`src/rtl/booth_div_if.sv`:
```
// Start/busy handshake bundle for the sequential signed divider.
interface booth_div_if;
  logic [31:0] x;
  logic [15:0] y;
  logic        start;
  logic [15:0] q;
  logic [15:0] r;
  logic        busy;
  logic        done;
  logic        dz;
  logic        ovf;

  modport master (
    output x, y, start,
    input  q, r, busy, done, dz, ovf
  );

  modport slave (
    input  x, y, start,
    output q, r, busy, done, dz, ovf
  );
endinterface

```
`src/rtl/booth_div.sv`:
```
// Sequential signed divider: 32-bit dividend / 16-bit divisor, restoring division on
// magnitudes, one quotient bit per clock. Quotient truncates toward zero, remainder
// takes the dividend's sign.
module booth_div (
  input  logic       clk,
  input  logic       rst_n,
  booth_div_if.slave io_bus
);

  typedef enum logic [1:0] {StIdle, StPrep, StIter, StFix} state_e;

  state_e      r_state, w_state_d;
  logic [31:0] r_x, w_x_d;
  logic [15:0] r_y, w_y_d;
  logic        r_sign_q, w_sign_q_d;
  logic        r_sign_r, w_sign_r_d;
  logic [16:0] r_rem, w_rem_d;
  logic [15:0] r_quo, w_quo_d;
  logic [3:0]  r_cnt, w_cnt_d;
  logic [15:0] r_q, w_q_d;
  logic [15:0] r_r, w_r_d;
  logic        r_busy, w_busy_d;
  logic        r_done, w_done_d;
  logic        r_dz, w_dz_d;
  logic        r_ovf, w_ovf_d;

  logic [32:0] w_ax;
  logic [16:0] w_ay;
  logic [17:0] w_shift;
  logic [17:0] w_diff;
  logic        w_ge;
  logic [15:0] w_q_sat;

  // Magnitudes of the latched operands; |-2^31| and |-32768| fit as unsigned values.
  assign w_ax = {1'b0, r_x[31] ? (~r_x + 32'd1) : r_x};
  assign w_ay = {1'b0, r_y[15] ? (~r_y + 16'd1) : r_y};

  // Borrow of the trial subtraction doubles as the rem >= ay compare.
  assign w_shift = {r_rem, r_quo[15]};
  assign w_diff  = w_shift - {1'b0, w_ay};
  assign w_ge    = ~w_diff[17];

  assign w_q_sat = r_sign_q ? 16'h8000 : 16'h7FFF;

  // State and datapath registers; reset aborts any operation in flight.
  always_ff @(posedge clk or negedge rst_n) begin
    if (!rst_n) begin
      r_state  <= StIdle;
      r_x      <= '0;
      r_y      <= '0;
      r_sign_q <= 1'b0;
      r_sign_r <= 1'b0;
      r_rem    <= '0;
      r_quo    <= '0;
      r_cnt    <= '0;
      r_q      <= '0;
      r_r      <= '0;
      r_busy   <= 1'b0;
      r_done   <= 1'b0;
      r_dz     <= 1'b0;
      r_ovf    <= 1'b0;
    end else begin
      r_state  <= w_state_d;
      r_x      <= w_x_d;
      r_y      <= w_y_d;
      r_sign_q <= w_sign_q_d;
      r_sign_r <= w_sign_r_d;
      r_rem    <= w_rem_d;
      r_quo    <= w_quo_d;
      r_cnt    <= w_cnt_d;
      r_q      <= w_q_d;
      r_r      <= w_r_d;
      r_busy   <= w_busy_d;
      r_done   <= w_done_d;
      r_dz     <= w_dz_d;
      r_ovf    <= w_ovf_d;
    end
  end

  // Next-state and datapath updates; everything holds unless the current state moves it.
  always_comb begin
    w_state_d  = r_state;
    w_x_d      = r_x;
    w_y_d      = r_y;
    w_sign_q_d = r_sign_q;
    w_sign_r_d = r_sign_r;
    w_rem_d    = r_rem;
    w_quo_d    = r_quo;
    w_cnt_d    = r_cnt;
    w_q_d      = r_q;
    w_r_d      = r_r;
    w_busy_d   = r_busy;
    w_done_d   = 1'b0;
    w_dz_d     = r_dz;
    w_ovf_d    = r_ovf;

    unique case (r_state)
      StIdle: begin
        if (io_bus.start) begin
          w_x_d      = io_bus.x;
          w_y_d      = io_bus.y;
          w_sign_q_d = io_bus.x[31] ^ io_bus.y[15];
          w_sign_r_d = io_bus.x[31];
          w_dz_d     = 1'b0;
          w_ovf_d    = 1'b0;
          w_busy_d   = 1'b1;
          w_state_d  = StPrep;
        end
      end
      StPrep: begin
        if (w_ay == 17'd0) begin
          w_dz_d    = 1'b1;
          w_state_d = StFix;
        end else if (w_ax[32:16] >= w_ay) begin
          // Upper half already >= divisor: magnitude quotient cannot fit in 16 bits.
          w_ovf_d   = 1'b1;
          w_state_d = StFix;
        end else begin
          w_rem_d   = w_ax[32:16];
          w_quo_d   = w_ax[15:0];
          w_cnt_d   = 4'd0;
          w_state_d = StIter;
        end
      end
      StIter: begin
        w_rem_d = w_ge ? w_diff[16:0] : w_shift[16:0];
        w_quo_d = {r_quo[14:0], w_ge};
        w_cnt_d = r_cnt + 4'd1;
        if (r_cnt == 4'd15) begin
          w_state_d = StFix;
        end
      end
      StFix: begin
        w_done_d  = 1'b1;
        w_busy_d  = 1'b0;
        w_state_d = StIdle;
        if (r_dz) begin
          w_q_d = 16'hFFFF;
          w_r_d = r_x[15:0];
        end else if (r_ovf) begin
          w_q_d = w_q_sat;
          w_r_d = 16'h0000;
        end else if ((!r_sign_q && r_quo > 16'd32767) || (r_sign_q && r_quo > 16'd32768)) begin
          // Magnitude fits 16 bits unsigned but not the signed result range.
          w_ovf_d = 1'b1;
          w_q_d   = w_q_sat;
          w_r_d   = 16'h0000;
        end else begin
          w_q_d = r_sign_q ? (16'd0 - r_quo) : r_quo;
          w_r_d = r_sign_r ? (16'd0 - r_rem[15:0]) : r_rem[15:0];
        end
      end
      default: w_state_d = StIdle;
    endcase
  end

  assign io_bus.q    = r_q;
  assign io_bus.r    = r_r;
  assign io_bus.busy = r_busy;
  assign io_bus.done = r_done;
  assign io_bus.dz   = r_dz;
  assign io_bus.ovf  = r_ovf;

endmodule
```
`src/flat_wrapper.sv`:
```
// flat-port wrapper written by rule: the top's interface ports become plain ports
module booth_div_flat 
  (clk, rst_n, io_bus_x, io_bus_y, io_bus_start, io_bus_q, io_bus_r, io_bus_busy, io_bus_done, io_bus_dz, io_bus_ovf);
  booth_div_if io_bus_i ();
  input  logic clk;
  input  logic rst_n;
  input wire logic [$bits(io_bus_i.x)-1:0] io_bus_x;
  input wire logic [$bits(io_bus_i.y)-1:0] io_bus_y;
  input wire logic [$bits(io_bus_i.start)-1:0] io_bus_start;
  output wire logic [$bits(io_bus_i.q)-1:0] io_bus_q;
  output wire logic [$bits(io_bus_i.r)-1:0] io_bus_r;
  output wire logic [$bits(io_bus_i.busy)-1:0] io_bus_busy;
  output wire logic [$bits(io_bus_i.done)-1:0] io_bus_done;
  output wire logic [$bits(io_bus_i.dz)-1:0] io_bus_dz;
  output wire logic [$bits(io_bus_i.ovf)-1:0] io_bus_ovf;
  assign io_bus_i.x = io_bus_x;
  assign io_bus_i.y = io_bus_y;
  assign io_bus_i.start = io_bus_start;
  assign io_bus_q = io_bus_i.q;
  assign io_bus_r = io_bus_i.r;
  assign io_bus_busy = io_bus_i.busy;
  assign io_bus_done = io_bus_i.done;
  assign io_bus_dz = io_bus_i.dz;
  assign io_bus_ovf = io_bus_i.ovf;
  booth_div u_core (.clk(clk), .rst_n(rst_n), .io_bus(io_bus_i));
endmodule
```
`config.mk`:
```
export PLATFORM = sky130hd
export DESIGN_NAME = booth_div_flat
export DESIGN_NICKNAME = d
export VERILOG_FILES = /design/src/rtl/booth_div_if.sv /design/src/rtl/booth_div.sv /design/src/flat_wrapper.sv
export SDC_FILE = /design/constraint.sdc
export NUM_CORES = 1
export LEC_CHECK = 0
export CAP_MARGIN = 20
export CORE_ASPECT_RATIO = 1.2
export CORE_MARGIN = 5
export CORE_UTILIZATION = 50
export CTS_CLUSTER_DIAMETER = 40
export DETAILED_ROUTE_END_ITERATION = 7
export HOLD_SLACK_MARGIN = 0.08
export PLACE_DENSITY = 0.72
export SLEW_MARGIN = 20
export SYNTH_ARGS = -nofsm -noshare
export SYNTH_HDL_FRONTEND = slang
export SYNTH_SLANG_ARGS = --single-unit
export TNS_END_PERCENT = 20
```
`constraint.sdc`:
```
create_clock -name clk -period 5.4 [get_ports clk]
set_input_delay 1.08 -clock clk [delete_from_list [all_inputs] [get_ports clk]]
set_output_delay 1.08 -clock clk [all_outputs]
set_load 0.05 [all_outputs]
```
[Word-level counts from Yosys, hierarchy flattened]
Cells that the tools add are included.
Operators by class
  add/sub/neg operators: 6
  multipliers: 0
  divide/modulo/power cells: 0
  magnitude comparators: 3
  eq/ne operators: 11
  shift operators: 0
  multiplexer cells: 38
  bitwise operators: 4
  reduce and logical (&&, ||, !) cells: 16
Operator list (number)
  2-to-1 mux 16 bit: 12
  2-to-1 mux 17 bit: 3
  case mux 17 bit (2 select lines): 1
  adder 32 x 1 -> 32 bit (second input constant): 1
  2-to-1 mux 32 bit: 1
  inverter 32 bit: 1
  case mux 16 bit (2 select lines): 1
  subtractor 1 x 16 -> 16 bit (first input constant): 2
  subtractor 18 x 16 -> 18 bit: 1
  logical NOT 17 bit: 1
  adder 16 x 1 -> 16 bit (second input constant): 1
  greater-or-equal comparator 16 bit: 1
  greater-than comparator 16 x 15 -> 1 bit (second input constant): 1
  greater-than comparator 16 bit (second input constant): 1
  inverter 16 bit: 1
  2-to-1 mux 1 bit: 10
  2-to-1 mux 4 bit: 2
  != test 2 bit (second input constant): 4
  case mux 2 bit (4 select lines): 1
  case mux 4 bit (2 select lines): 1
  2-to-1 mux 2 bit: 3
  != test 2 x 1 -> 1 bit (second input constant): 3
  AND reduction 2 bit: 3
  AND reduction 3 bit: 2
  15 further kinds: 20
Storage, ports and cells
  register bits: 125
  bits in latches: 0
  RAM bits: 0
  ROM bits: 0
  input port bits: 51
  output and inout port bits: 36
  word-level logic and storage cells: 92
  memories kept: 0

[Longest topological paths before layout]
Gate-level depths: netlist (run 1).
  depth in word-level cells: 7
  mapped depth: 17

[Least setup slack after synthesis (run 1)]
OpenSTA, ideal clock, no wires.
  path type: register -> register
  from: register u_core.r_x[11]
  to: register u_core.r_rem[10]
  data arrival time: 4272 ps
  required time: 5274 ps
  setup slack: 1002 ps
  cell stages (with the launch flop): 16
  path buffers: 1
  clock period less this slack: 4398 ps
  cell sequence: dfrtp_1 or4_1 nor4_1 or2b_1 nand2b_1 o21ai_0 xor2_1 inv_1 ha_1 and4_1 a221o_1 a221o_1 a211o_1 buf_4 and2_1 a221o_1
Between the ends
  word-level cells in the longest chain between the ends: 6
RTL lines
  start: declaration: RTL line booth_div.sv:13  | logic [31:0] r_x, w_x_d;
  start signal: assignment: RTL line booth_div.sv:64  | r_x <= w_x_d;
  inverter 32 bit *: RTL line booth_div.sv:35  | assign w_ax = {1'b0, r_x[31] ? (~r_x + 32'd1) : r_x};
  adder 32 x 1 -> 32 bit *: RTL line booth_div.sv:35
  2-to-1 mux 32 bit *: RTL line booth_div.sv:35
  greater-or-equal comparator 16 bit / 2-to-1 mux 17 bit (equally long branches): RTL line booth_div.sv:114  | end else if (w_ax[32:16] >= w_ay) begin
  != test 2 bit (no line) / 2-to-1 mux 17 bit (equally long branches)
  AND reduction 3 bit (no line) / case mux 17 bit (2 select lines) (equally long branches)
  end signal: assignment: RTL line booth_div.sv:68  | r_rem <= w_rem_d;
  end: declaration: RTL line booth_div.sv:17  | logic [16:0] r_rem, w_rem_d;
Mark *: on every way between the ends. The rest lies on a longest branch, timed or not. The select of a mux whose other input is x is not followed.
A chain may end at the register's enable or synchronous reset.

[Final worst setup path (run 1)]
  from: register u_core.r_x[11]
  to: register u_core.r_rem[8]
Same word-level chain as after synthesis.

==> results of run 1 <==
-- flip-flops by register name, indices dropped and copies added (netlist names), 2 cells and up --
name,flops
u_core.r_x,31
u_core.r_rem,17
u_core.io_bus.q,16
u_core.io_bus.r,16
u_core.r_quo,16
u_core.r_y,16
u_core.r_cnt,4
u_core.r_state,2
-- Yosys cell counts (20+ instances only) --
library cell and instances:
nor2_1 70, inv_1 23, o21ai_0 40, a22oi_1 20, clkbuf_1 32, dfrtp_1 124, xor2_1 33, mux2_2 56
nand2_1 54, a21oi_1 47, o31ai_1 21, ha_1 41, xnor2_1 48
-- area by class of cell --
type	count	share of cell area
Sequential cell	124	0.3109
Clock buffer	20	0.04475
Clock inverter	12	0.01605
Timing Repair Buffer	99	0.09578
Tap cell	212	0.02658
Multi-Input combinational cell	682	0.4973
Inverter	23	0.008650
-- worst reg2reg max path: cells and delay by family (launching register included) --
family | cells | cell delay [ns]
AO/OA/AOI/OAI | 5 | 1.85
XOR/XNOR | 1 | 0.24
adder cells (fa/ha/maj) | 1 | 0.28
buffers and inverters | 1 | 0.08
flip-flops | 1 | 0.44
AND/OR/NAND/NOR | 6 | 1.96
-- logic make-up after synthesis --
kind of cell / count (synthesis) / synth area share
buffers and inverters: 69 / 0.03493
multiplexers: 67 / 0.08874
AND/OR/NAND/NOR: 246 / 0.1475
AO/OA/AOI/OAI: 246 / 0.2082
flip-flops: 124 / 0.3718
adder cells (fa/ha/maj): 42 / 0.06386
XOR/XNOR: 81 / 0.08499
-- layer usage --
layer / global-route usage / vias up
li1: - / 3414
met1: 0.3021 / 3401
met2: 0.3999 / 232
met3: 0.03401 / 71
met4: 0.1210 / 0
met5: 0 / -
-- placed cells by master (no fill, tap or decap), types with 4 or more instances in the layout --
cell type | synthesis | layout
nor2b_1 | 7 | 7
or3_1 | 16 | 16
and4_1 | 4 | 4
and2_1 | 5 | 5
o22a_1 | 16 | 16
o221a_2 | 6 | 6
inv_1 | 23 | 23
a22oi_1 | 20 | 20
nand3_1 | 15 | 15
o22ai_1 | 16 | 16
dfrtp_1 | 124 | 124
a221oi_1 | 4 | 4
nand2b_1 | 13 | 13
xnor2_1 | 48 | 48
a211oi_1 | 5 | 5
nor4_1 | 6 | 5
nand2_1 | 54 | 53
ha_1 | 41 | 40
mux2i_1 | 11 | 11
nor2_1 | 70 | 70
and3_1 | 9 | 9
o21ai_0 | 40 | 40
clkdlybuf4s50_1 | 0 | 85
or4_1 | 12 | 12
o31ai_1 | 21 | 21
a21oi_1 | 47 | 47
xor2_1 | 33 | 33
mux2_2 | 56 | 56
a211o_1 | 4 | 4
or2_2 | 4 | 4
a21o_1 | 11 | 11
buf_4 | 1 | 13
a31oi_1 | 9 | 9
a221o_1 | 8 | 8
clkbuf_16 | 0 | 17
o41ai_1 | 12 | 12
nand4_1 | 9 | 9
nor3_1 | 16 | 16
-- final timing paths --
check / startpoint / endpoint / slack, ns / cells after the start
min in group asynchronous: rst_n / u_core.io_bus.dz / 0.64 / 1
setup reg to reg: u_core.r_x[11] / u_core.r_rem[8] / 0.44 / 14
max in group asynchronous: rst_n / u_core.r_rem[11] / 3.71 / 2
hold reg to reg: u_core.io_bus.q[9] / u_core.io_bus.q[9] / 0.50 / 1
hold / removal: u_core.io_bus.q[9] / u_core.io_bus.q[9] / 0.50 / 1
setup / recovery: u_core.r_x[11] / u_core.r_rem[8] / 0.44 / 14
-- through the flow --
stage | std cells | instance area (um^2)
after floorplan | 875 | 8347
after global placement | 1139 | 9360
after detailed placement | 1139 | 9360
after CTS | 1171 | 9967
after global routing | 1172 | 9981
final | 1172 | 9981
==> results.yml, run 1 <==
outcome:
  status: "finished clean"
timing:
  period_needed_ns: 4.958
  setup-tns-final_ns: 0
  fin_skew_ns: 0.01084
  fin_ws_ns: 0.4415
  final_hold_viol_count: 0
  whs_ns: 0.4957
  worst_pin_slew_ns: 1.004
  fmax_mhz: 201.7
  setup_viol: 0
  slew_headroom: 0.3277
  rsz0062_at_grt: "no"
  period_share: 0.9182
  slew_violations: 0
route:
  wirelength_mm: 22.56
  wl_met2_mm: 11.06
  route.met3.wl_mm: 1.081
  drt-initial-drc-count: 456
  drc: 0
  firstDrtPassIters: 5
  dr_total_vias: 7118
  wl_met1_mm: 9.400
  dr.max_layer_used: "met4"
  ant_nets: 0
  wl_per_cell_um: 19.25
  via_per_inst: 6.073
cells_and_area:
  drive_above_1_share: 0.1292
  multi_input_area_mm2: 0.004964
  nets: 1040
  nFillCells: 1419
  area_growth_pct: 19.58
  utilization: 0.6110
  seq_area_mm2: 0.003103
  diodes: 0
grt:
  antenna_found_initial: 0
  first_global_vias: 6941
  grt_max_degree: 57
  track_usage: 0.2389
  grt_pass1_wl_mm: 36.38
  grt_overflow_total: 0
synthesis:
  yosysTopAreaCell: "dfrtp_1"
  async_flop_share: 1.000
  postSynthAreaPerCell_um2: 9.539
  ys_types: 64
  synth_area_mm2: 0.008347
  yosys-top-cells-area: "dfrtp_1 37%, mux2_2 7.6%, ha_1 6.1%, xnor2_1 5.0%, xor2_1 3.5%"
  ys_seq_elements: 124
  ys.warnings.count: 0
  netlist.area_leader.share: 0.3718
  synth_edf_count: 0
  syn_inst: 875
  seq_area_frac_synth: 0.3718
  synth_flop_cell: "dfrtp_1"
  syn_nets: 968
floorplanning:
  fp.dieW_um: 127.9
  core_region_area_mm2: 0.01634
  die_area_mm2: 0.01939
  die_h_um: 151.5
  initial_utilization: 0.5110
  pin_count: 87
  row_count: 51
setup_path:
  critPathMaxFanout: 20
  crit_chain: "or4_1 > nor4_2 > or2b_1 > nand2b_1 > o21ai_0 > xor2_1 > inv_1 > ha_1 > and4_1 > a221o_1 > a221o_1 > a211o_1 > and2_1 > a221o_1"
  cp.arrival_ns: 5.26
  crit_path_start_kind: "register"
  crit_family: "simple AND/OR/NAND/NOR gates"
  criticalPathCategory: "reg2reg"
  max_stage_delay_ns: 0.65
  slowest_stage: "or4_1"
  crit_path_frequent_cell: "a221o_1"
  worstPathRequired_ns: 5.71
  cp-end-kind: "register"
  crit_buf_inv: 1
cts:
  numClockSinks: 124
  ctsHtreeMaxLevel: 4
  clk_latency_ns: 0.43
  cts_tree: "yes"
  cts_resized: 0
  hold_buffers: 0
  clkSlewWorstSetupHoldPaths_ns: 0.06
  clock_path_buffers: 2
  root_buffer: "clkbuf_16"
  cts_buffers: 17
  postCtsSetupBuffers: 0
placed_design:
  port_buffers: 86
  dp.final_hpwl_mm: 17.27
  dpl_worst_slack_ns: 0.3880
  place_congestion: 1.006
run:
  max_cap_viol_count: 0
worst_hold_path:
  hold_class: "reg2reg"
Power of run 1 is left out: the tool's default activity adds up to more than one toggle a clock period on the data nets, which glitch-free logic cannot reach.
==> run 2: changes to the inputs <==
SETUP_SLACK_MARGIN = 0.05   (was not set)
==> results of run 2 <==
The final DEF is identical to that of run 1; final timing and power are the same.
Power of run 2 is left out for the same reason.
